**config.mk**
```make
export PLATFORM = sky130hd
export DESIGN_NAME = ack_bus_port
export DESIGN_NICKNAME = d
export VERILOG_FILES = /design/src/rtl/ack_bus_port.sv
export SDC_FILE = /design/constraint.sdc
export NUM_CORES = 1
export LEC_CHECK = 0
export ABC_AREA = 1
export CAP_MARGIN = 15
export CORE_MARGIN = 2
export CORE_UTILIZATION = 64
export CTS_CLUSTER_DIAMETER = 50
export DETAILED_ROUTE_END_ITERATION = 10
export DONT_BUFFER_PORTS = 1
export GPL_TIMING_DRIVEN = 0
export PLACE_DENSITY = 0.82
export SLEW_MARGIN = 20
export SYNTH_ARGS = -nofsm -noshare
export SYNTH_HDL_FRONTEND = slang
export SYNTH_SLANG_ARGS = --single-unit
```
**constraint.sdc**
```tcl
create_clock -name clk -period 3.4 [get_ports clk]
set_input_delay 0.68 -clock clk [delete_from_list [all_inputs] [get_ports clk]]
set_output_delay 0.68 -clock clk [all_outputs]
set_load 0.1 [all_outputs]
```
**src/rtl/ack_bus_port.sv**
```systemverilog
// Per-source requester for the open-drain ack bus: queues done pulses, wins the
// bus by MSB-first bitwise arbitration, raises ack_req and holds until READY.
module ack_bus_port #(
  parameter logic [1:0]  SOURCE_ID = 2'b00,
  parameter int unsigned CNT_W     = 2,
  parameter int unsigned TIMEOUT   = 255,
  parameter int unsigned TO_W      = 8
) (
  input  logic             clk,
  input  logic             rst_n,
  input  logic             ack_event_in,
  input  logic             ack_ready,
  input  logic             ack_valid_n_bus,
  input  logic [1:0]       ack_id_bus,
  output logic             ack_valid_n_oe,
  output logic [1:0]       ack_id_oe,
  output logic             ack_req,
  output logic [CNT_W-1:0] pending_cnt,
  output logic             busy,
  output logic             overflow,
  output logic             timeout_pulse
);

  typedef enum logic [2:0] {
    IDLE,
    ARB_MSB,
    ARB_LSB,
    WAIT_READY,
    GAP
  } state_e;

  localparam logic [CNT_W-1:0] PEND_MAX = '1;
  localparam logic [CNT_W-1:0] PEND_ONE = CNT_W'(1);
  localparam logic [TO_W-1:0]  TO_ONE   = TO_W'(1);
  localparam logic [TO_W-1:0]  TO_LIMIT = TO_W'(TIMEOUT);

  state_e           state_q, state_d;
  logic [CNT_W-1:0] pend_q, pend_d;
  logic [TO_W-1:0]  to_q, to_d;
  logic             ovf_q, ovf_d;
  logic             tmo_q, tmo_d;
  logic             voe_q, voe_d;
  logic [1:0]       id_oe_q, id_oe_d;
  logic             req_q, req_d;
  logic             busy_q, busy_d;
  logic             grant;

  assign grant = (state_q == WAIT_READY) && ack_ready;

  always_comb begin
    state_d = state_q;
    pend_d  = pend_q;
    to_d    = to_q;
    ovf_d   = ovf_q;
    tmo_d   = 1'b0;

    if (ack_event_in && !grant) begin
      if (pend_q == PEND_MAX) ovf_d = 1'b1;
      else                    pend_d = pend_q + PEND_ONE;
    end else if (grant && !ack_event_in) begin
      pend_d = pend_q - PEND_ONE;
    end

    case (state_q)
      IDLE: begin
        if (pend_q != '0 && ack_valid_n_bus) state_d = ARB_MSB;
      end
      ARB_MSB: begin
        state_d = (SOURCE_ID[1] && !ack_id_bus[1]) ? IDLE : ARB_LSB;
      end
      ARB_LSB: begin
        to_d    = '0;
        state_d = (SOURCE_ID[0] && !ack_id_bus[0]) ? IDLE : WAIT_READY;
      end
      WAIT_READY: begin
        to_d = to_q + TO_ONE;
        // READY takes priority over a timeout landing in the same cycle
        if (ack_ready) begin
          state_d = GAP;
        end else if (to_d == TO_LIMIT) begin
          state_d = IDLE;
          tmo_d   = 1'b1;
        end
      end
      GAP:     state_d = IDLE;
      default: state_d = IDLE;
    endcase

    // Drives are decoded from the next state so every output leaves a flop.
    voe_d   = 1'b0;
    id_oe_d = '0;
    req_d   = 1'b0;
    busy_d  = (state_d != IDLE);
    case (state_d)
      ARB_MSB: begin
        voe_d   = 1'b1;
        id_oe_d = {~SOURCE_ID[1], 1'b0};
      end
      ARB_LSB: begin
        voe_d   = 1'b1;
        id_oe_d = ~SOURCE_ID;
      end
      WAIT_READY: begin
        voe_d   = 1'b1;
        id_oe_d = ~SOURCE_ID;
        req_d   = 1'b1;
      end
      default: ;
    endcase
  end

  always_ff @(posedge clk or negedge rst_n) begin
    if (!rst_n) begin
      state_q <= IDLE;
      pend_q  <= '0;
      to_q    <= '0;
      ovf_q   <= 1'b0;
      tmo_q   <= 1'b0;
      voe_q   <= 1'b0;
      id_oe_q <= '0;
      req_q   <= 1'b0;
      busy_q  <= 1'b0;
    end else begin
      state_q <= state_d;
      pend_q  <= pend_d;
      to_q    <= to_d;
      ovf_q   <= ovf_d;
      tmo_q   <= tmo_d;
      voe_q   <= voe_d;
      id_oe_q <= id_oe_d;
      req_q   <= req_d;
      busy_q  <= busy_d;
    end
  end

  assign ack_valid_n_oe = voe_q;
  assign ack_id_oe      = id_oe_q;
  assign ack_req        = req_q;
  assign pending_cnt    = pend_q;
  assign busy           = busy_q;
  assign overflow       = ovf_q;
  assign timeout_pulse  = tmo_q;

endmodule

```
---- Word level (Yosys, flattened, before mapping) ----
Cells that the tools add are included.
word-level totals
  register bits after elaboration ......... 20
  bits of input ports ..................... 7
  logic and storage cells ................. 50
cells by class
  $add $sub $neg .......................... 3
  eq/ne operators ......................... 9
  mux-type cells .......................... 14
  reduce and logical (&&, ||, !) cells .... 15
operators by type and width
  operator                                                                number
  8-bit one-hot mux with 2 select lines                                   1
  3-bit by 2-bit equality test with 1-bit output (second input constant)  4
  3-bit one-hot mux with 4 select lines                                   1
  3-bit two-way mux                                                       3
  8-bit by 1-bit adder with 8-bit output (second input constant)          1
  8-bit equality test (second input constant)                             1
  3-bit by 1-bit equality test with 1-bit output (second input constant)  2
  2-bit two-way mux                                                       3
  2-bit nonzero test                                                      3
  1-bit two-way mux                                                       5
  1-bit logical AND                                                       4
  2-bit one-hot mux with 2 select lines                                   1
  2-bit AND reduction                                                     2
  3-bit logical NOT                                                       1
  3-bit nonzero test                                                      1
  3-bit OR reduction                                                      1
  2-bit by 1-bit adder with 2-bit output (second input constant)          1
  2-bit equality test (second input constant)                             1
  1-bit logical NOT                                                       2
  2-bit != test (second input constant)                                   1
  2-bit OR reduction                                                      1
  2-bit by 1-bit subtractor with 2-bit output (second input constant)     1

---- Depth between registers and ports, before layout ----
Gate-level depths: netlist of run 1.
  word-level depth ........................ 8
  depth in mapped cells ................... 12
  mapped depth without buffers ............ 12

---- Worst setup path before layout of run 1 ----
OpenSTA, ideal clock, no wires.
  kind .................................... reg-to-output
  start point ............................. register id_oe_q[1] (netlist: ack_id_oe[1])
  end point ............................... output port ack_id_oe[1]
  arrival ................................. 1324 ps
  data required time ...................... 2720 ps
  path slack .............................. 1396 ps
  cell stages (with the launch flop) ...... 2
  path buffers ............................ 1
  cells stage by stage .................... dfrtp_1 -> buf_4
RTL lines
  what                    RTL line  text
  from (decl)             43        logic [1:0] id_oe_q, id_oe_d;
  from (signal assigned)  130       id_oe_q <= id_oe_d;
  to (decl)               16        output logic [1:0] ack_id_oe,
No word-level cell between the ends.

---- Final worst setup path of run 1 ----
  start point ............................. register id_oe_q[1] (netlist: ack_id_oe[1])
  end point ............................... output port ack_id_oe[1]
No word-level cell between the ends.

==> results of run 1 <==
[final cells by class]
cell class	count	area (um^2)
sequential	19	475
multi-input combinational	74	373
fill	104	353
inverter	21	78.8
clock buffer	3	22.5
tap	15	18.8
buffer	1	7.51
clock inverter	1	5.00
[metrics by stage]
stage | total power [mW] | cell area (um^2) | instances | util | worst slack [ns]
after floorplan | 0.781 | 935 | 115 | - | 1.40
after global placement | 0.820 | 953 | 130 | 0.715 | 1.39
after detailed placement | 0.836 | 953 | 130 | 0.715 | 1.39
after CTS | 0.952 | 981 | 134 | 0.735 | 1.04
after global routing | 0.998 | 981 | 134 | 0.735 | 1.02
final | 0.950 | 981 | 134 | 0.735 | 1.04
[kinds of logic (layout without fill, tap and decap cells)]
logic type | count (synthesis) | count (layout) | synth area share
buffers and inverters | 22 | 26 | 0.0924
flip-flops | 19 | 19 | 0.509
AO/OA/AOI/OAI | 15 | 15 | 0.0910
adder cells (fa/ha/maj) | 2 | 2 | 0.0268
XOR/XNOR | 1 | 1 | 0.00937
AND/OR/NAND/NOR | 56 | 56 | 0.272
[synth_stat cells (all sizes together), types with 2 or more instances]
cell type / instances / area share
o22ai: 4 / 0.027
nand3: 12 / 0.070
inv: 20 / 0.080
o21ai: 9 / 0.048
nor2: 10 / 0.048
dfrtp: 19 / 0.51
ha: 2 / 0.027
nand4: 2 / 0.013
nand2: 31 / 0.14
o21bai: 2 / 0.016
[path summary, 6_finish.rpt]
path,start,to,slack [ns],cells past startpoint
worst max-delay path,ack_id_oe[1],ack_id_oe[1],1.04,1
worst min-delay path,rst_n,to_q[0],0.05,0
worst max register to register,pending_cnt[0],pending_cnt[0],1.71,4
worst min register to register,to_q[6],to_q[6],0.58,2
max in group asynchronous,rst_n,pending_cnt[0],3.28,0
min in group clk,ack_ready,timeout_pulse,0.43,1
[report_power, final]
part           switching [mW]  internal [mW]  total [mW]  leakage (nW)
Combinational           0.182         0.0726       0.255         0.214
Clock                  0.0735         0.0440       0.117        0.0177
Sequential              0.295          0.283       0.578         0.235
Total                   0.550          0.400       0.950         0.467
[flip-flops by register name (all words and copies together) (netlist names)]
name / flops
state_q: 3
busy: 1
overflow: 1
ack_req: 1
ack_id_oe: 2
to_q: 8
timeout_pulse: 1
pending_cnt: 2
[layer usage]
| metal | track usage | vias up |
|---|---|---|
| met5 | 0 | - |
| met4 | 0.113 | 0 |
| met3 | 0.0431 | 5 |
| met2 | 0.354 | 31 |
| met1 | 0.296 | 346 |
| li1 | - | 372 |
==> impl_metrics.json, run 1 <==
{
  "synth-warning-count": 0,
  "overflow": 0,
  "syn-instance-count": 115,
  "relSlewSlack": 0.327,
  "maxCapViolCount": 0,
  "area_delta_synth_final_pct": 4.95,
  "critPathMaxFanout": 2,
  "rows": 13,
  "grt_pass1_wl_um": 2990,
  "cts_buffer_depth": 2,
  "drv_slew": 0,
  "cts_buffers": 3,
  "drt-met1-wl_um": 752,
  "synth-main-ff-cell": "dfrtp_1",
  "grt_pass1_vias": 712,
  "antenna_found_initial": 0,
  "die_x_um": 42.2,
  "dieArea_um2": 1780,
  "clk_pin_slew_worst_paths_ns": 0.11,
  "ys_types": 18,
  "cp_top_family": "flip-flops",
  "wl_per_cell_um": 12.4,
  "crit_chain": "buf_4",
  "dr.first_iter.drc_count": 13,
  "vias": 754,
  "viasPerCell": 5.63,
  "ir_drop_uv": 558,
  "initial_core_util": 0.701,
  "clock-root-buffer": "clkbuf_4",
  "layout_commonest_cell": "nand2_1",
  "cellLeakagePower_nw": 0.467,
  "tightestPinTransition_ns": 1.01,
  "path_buf_inv": 1,
  "dr_wl_met2_um": 755,
  "rsz0062_at_grt": "false",
  "slowest_stage": "dfrtp_1",
  "finalSetupViolCount": 0,
  "fin_crit_ns": 2.36,
  "io_buffer_count": 0,
  "crit_arrival_ns": 1.68,
  "hpwl_um": 1220,
  "cp-end-kind": "output pin",
  "hold_viol": 0,
  "async_flop_share": 1.00,
  "post_cts_buffers": 0,
  "ant_nets": 0,
  "nets": 129,
  "p_per_area_nw_per_um2": 968,
  "status": "finished clean",
  "die_h_um": 42.2,
  "tns_ns": 0,
  "cts_hold_buf": 0,
  "grt_max_degree": 20,
  "holdCritPathClass": "input pin to async pin",
  "drive_gt1_frac": 0.109,
  "routabilityCongestion": 0.802,
  "netlist_area_um2": 935,
  "insertion_delay_ns": 0.31,
  "final_cell_mix": "27 x nand2_1, 20 x inv_1, 19 x dfrtp_1",
  "clock_sinks": 19,
  "synth.avg_cell_area_um2": 8.13,
  "worstSetupStartpointType": "register",
  "drt-total-wl_um": 1670,
  "num_antenna_cells": 0,
  "synth_seq_area_share": 0.509,
  "critPathMaxStageDelay_ns": 0.94,
  "finalClockSkew_ns": 0.00265,
  "path_class": "register to output pin",
  "ys_ff_latch": 19,
  "cts_tree": "yes",
  "ios": 16,
  "drc_errors": 0,
  "h-tree-depth": 1,
  "clock.fmax_mhz": 424,
  "core_area_um2": 1330,
  "syn_nets": 124,
  "period_share": 0.693,
  "firstDrtPassIters": 4,
  "cts_resized": 0,
  "wl_met3_um": 117,
  "holdWs_ns": 0.0496,
  "routed.top_layer": "met4",
  "worstPathRequired_ns": 2.72,
  "grtUsageTotal": 0.225,
  "synth_edf_count": 0
}
No activity file was read; power rests on OpenSTA's default activity.
==> run 2: changes to the inputs <==
--- a/config.mk
+++ b/config.mk
@@ -8,12 +8,12 @@
 export ABC_AREA = 1
 export CAP_MARGIN = 15
 export CORE_MARGIN = 2
-export CORE_UTILIZATION = 64
+export CORE_UTILIZATION = 54
 export CTS_CLUSTER_DIAMETER = 50
 export DETAILED_ROUTE_END_ITERATION = 10
 export DONT_BUFFER_PORTS = 1
 export GPL_TIMING_DRIVEN = 0
-export PLACE_DENSITY = 0.82
+export PLACE_DENSITY = 0.74
 export SLEW_MARGIN = 20
 export SYNTH_ARGS = -nofsm -noshare
 export SYNTH_HDL_FRONTEND = slang
==> constraint.sdc (replaced) <==
create_clock -name clk -period 2.05 [get_ports clk]
set_input_delay 0.41 -clock clk [delete_from_list [all_inputs] [get_ports clk]]
set_output_delay 0.41 -clock clk [all_outputs]
set_load 0.1 [all_outputs]
==> run 2 against run 1 <==
Against the previous run:
- worst setup slack lost 0.78 ns
- register-to-register slack got worse by 1.4 ns
- critical endpoint unchanged
- clock-buffer cell count did not move
- clock skew is 0.0039 ns higher
- hold slack gained 0.12 ns
- power up 64%
- core utilization shrank 14 points
- sequential share of layout area down 0.54 points
- critical path depth did not move
- final cell count rose by 2.2%
==> impl_metrics.json, run 2 (same netlist as run 1, synthesis figures left out) <==
{
  "status": "finished clean",
  "worstSetupStartpointType": "register",
  "ant_nets": 0,
  "tns_ns": 0,
  "cellLeakagePower_nw": 0.470,
  "die_x_um": 45.6,
  "ir_drop_uv": 862,
  "firstDrtPassIters": 4,
  "finalSetupViolCount": 0,
  "clock-root-buffer": "clkbuf_4",
  "slowest_stage": "dfrtp_2",
  "cp-end-kind": "output pin",
  "clk_pin_slew_worst_paths_ns": 0.10,
  "num_antenna_cells": 0,
  "grtUsageTotal": 0.170,
  "top_regs": "to_q (8), state_q (3)",
  "layout_commonest_cell": "nand2_1",
  "relSlewSlack": 0.331,
  "io_buffer_count": 0,
  "cts_buffer_depth": 2,
  "critPathMaxStageDelay_ns": 0.69,
  "grtUsageMet1": 0.210,
  "wl_per_cell_um": 10.9,
  "ios": 16,
  "seq_area_um2": 477,
  "fin_crit_ns": 1.79,
  "dieArea_um2": 2080,
  "drive_gt1_frac": 0.117,
  "p_per_area_nw_per_um2": 1570,
  "vias": 710,
  "multi_input_area_um2": 373,
  "path_buf_inv": 1,
  "finish.instance_area_um2": 995,
  "met3_usage": 0.0397,
  "insertion_delay_ns": 0.30,
  "fillerInstances": 155,
  "largest_reg_flops": 8,
  "post_cts_buffers": 0,
  "nets": 130,
  "cp_top_family": "flip-flops",
  "grt_pass1_wl_um": 2480,
  "core_area_um2": 1670,
  "grt_pass1_vias": 636,
  "holdCritPathClass": "input pin to register",
  "grt_max_degree": 20,
  "rows": 15,
  "clock.fmax_mhz": 558,
  "crit_chain": "buf_4",
  "antenna_found_initial": 0,
  "place_area_um2": 956,
  "cts_buffers": 3,
  "critPathMaxFanout": 2,
  "grt_busiest_layer": "met2",
  "hold_viol": 0,
  "initial_core_util": 0.560,
  "path_class": "register to output pin",
  "cts_tree": "yes",
  "worstPathRequired_ns": 1.64,
  "placed_cells": 132,
  "clock_sinks": 19,
  "tightestPinTransition_ns": 1.00,
  "maxCapViolCount": 0,
  "final_cell_mix": "27 x nand2_1, 20 x inv_1, 18 x dfrtp_1",
  "dr.first_iter.drc_count": 11,
  "viasPerCell": 5.18,
  "final_cells": 137,
  "period_share": 0.874,
  "area_delta_synth_final_pct": 6.43,
  "power_mw": 1.56,
  "hpwl_um": 1160,
  "finalClockSkew_ns": 0.00653,
  "drt-total-wl_um": 1490,
  "crit_arrival_ns": 1.38,
  "h-tree-depth": 1,
  "regMostFlops": "to_q",
  "overflow": 0,
  "drv_slew": 0,
  "grtUsageMet2": 0.265,
  "routabilityCongestion": 0.803,
  "rsz0062_at_grt": "false",
  "die_h_um": 45.6,
  "drc_errors": 0
}
run 2: cell count changes in the layout (fill, tap and decap cells not counted):
cell           before  now
dfrtp_2             0    1
dfrtp_1            19   18
dlygate4sd3_1       0    1
run 2: final timing paths:
kind / start / to / slack, ns / cells past startpoint
max: ack_id_oe[1] / ack_id_oe[1] / 0.26 / 1
min: ack_ready / timeout_pulse / 0.16 / 1
max reg2reg: pending_cnt[0] / state_q[0] / 0.33 / 4
min reg2reg: to_q[7] / to_q[7] / 0.57 / 2
max in group asynchronous: rst_n / ack_id_oe[1] / 0.87 / 1
min in group asynchronous: rst_n / to_q[7] / 0.63 / 1
run 2: area by class of cell:
class | count | area share
clock buffers | 3 | 0.0226
clock inverters | 1 | 0.00503
repair buffers | 1 | 0.0101
inverters | 21 | 0.0792
multi-input cells | 74 | 0.375
well taps | 17 | 0.0214
plain buffers | 1 | 0.00755
flip-flops and latches | 19 | 0.479
run 2: where the power goes:
part,total (mW),leakage (nW),switching [mW],internal [mW]
Sequential,0.958,0.235,0.486,0.472
Combinational,0.416,0.218,0.296,0.120
Clock,0.184,0.0177,0.112,0.0728
Total,1.56,0.470,0.893,0.664
run 2: per-stage QoR:
step | utilization | worst slack, ns | hold WS [ns]
floorplan | - | 0.316 | 0.114
global placement | 0.572 | 0.303 | 0.115
detailed placement | 0.572 | 0.302 | 0.115
CTS | 0.596 | 0.240 | 0.145
global route | 0.596 | 0.219 | 0.150
finish | 0.596 | 0.259 | 0.165
run 2: what timing repair did:
action	4_1_cts	5_1_grt
gates resized for setup	1	0
hold buffers	1	0
endpoints found under the setup margin	1	0
hold endpoints to repair	19	0
run 2: per-layer routing:
metal / share of wire / vias to the layer above
li1: - / 373
met1: 0.48 / 319
met2: 0.46 / 16
met3: 0.043 / 2
met4: 0.017 / 0
met5: 0 / -
run 2: worst register-to-register path, cell delays in order (launching register included):
cell and delay, ns:
dfrtp_1 1.02, nor2_1 0.16, o21ai_0 0.22, nand3_1 0.14, nand3_1 0.12
==> run 3: changes to the inputs <==
--- a/config.mk
+++ b/config.mk
@@ -12,6 +12,7 @@
 export CTS_CLUSTER_DIAMETER = 50
 export DETAILED_ROUTE_END_ITERATION = 10
 export DONT_BUFFER_PORTS = 1
+export GPL_ROUTABILITY_DRIVEN = 0
 export GPL_TIMING_DRIVEN = 0
 export PLACE_DENSITY = 0.74
 export SLEW_MARGIN = 20
==> results of run 3 <==
No change in the layout: final DEF, timing and power equal those of run 2.
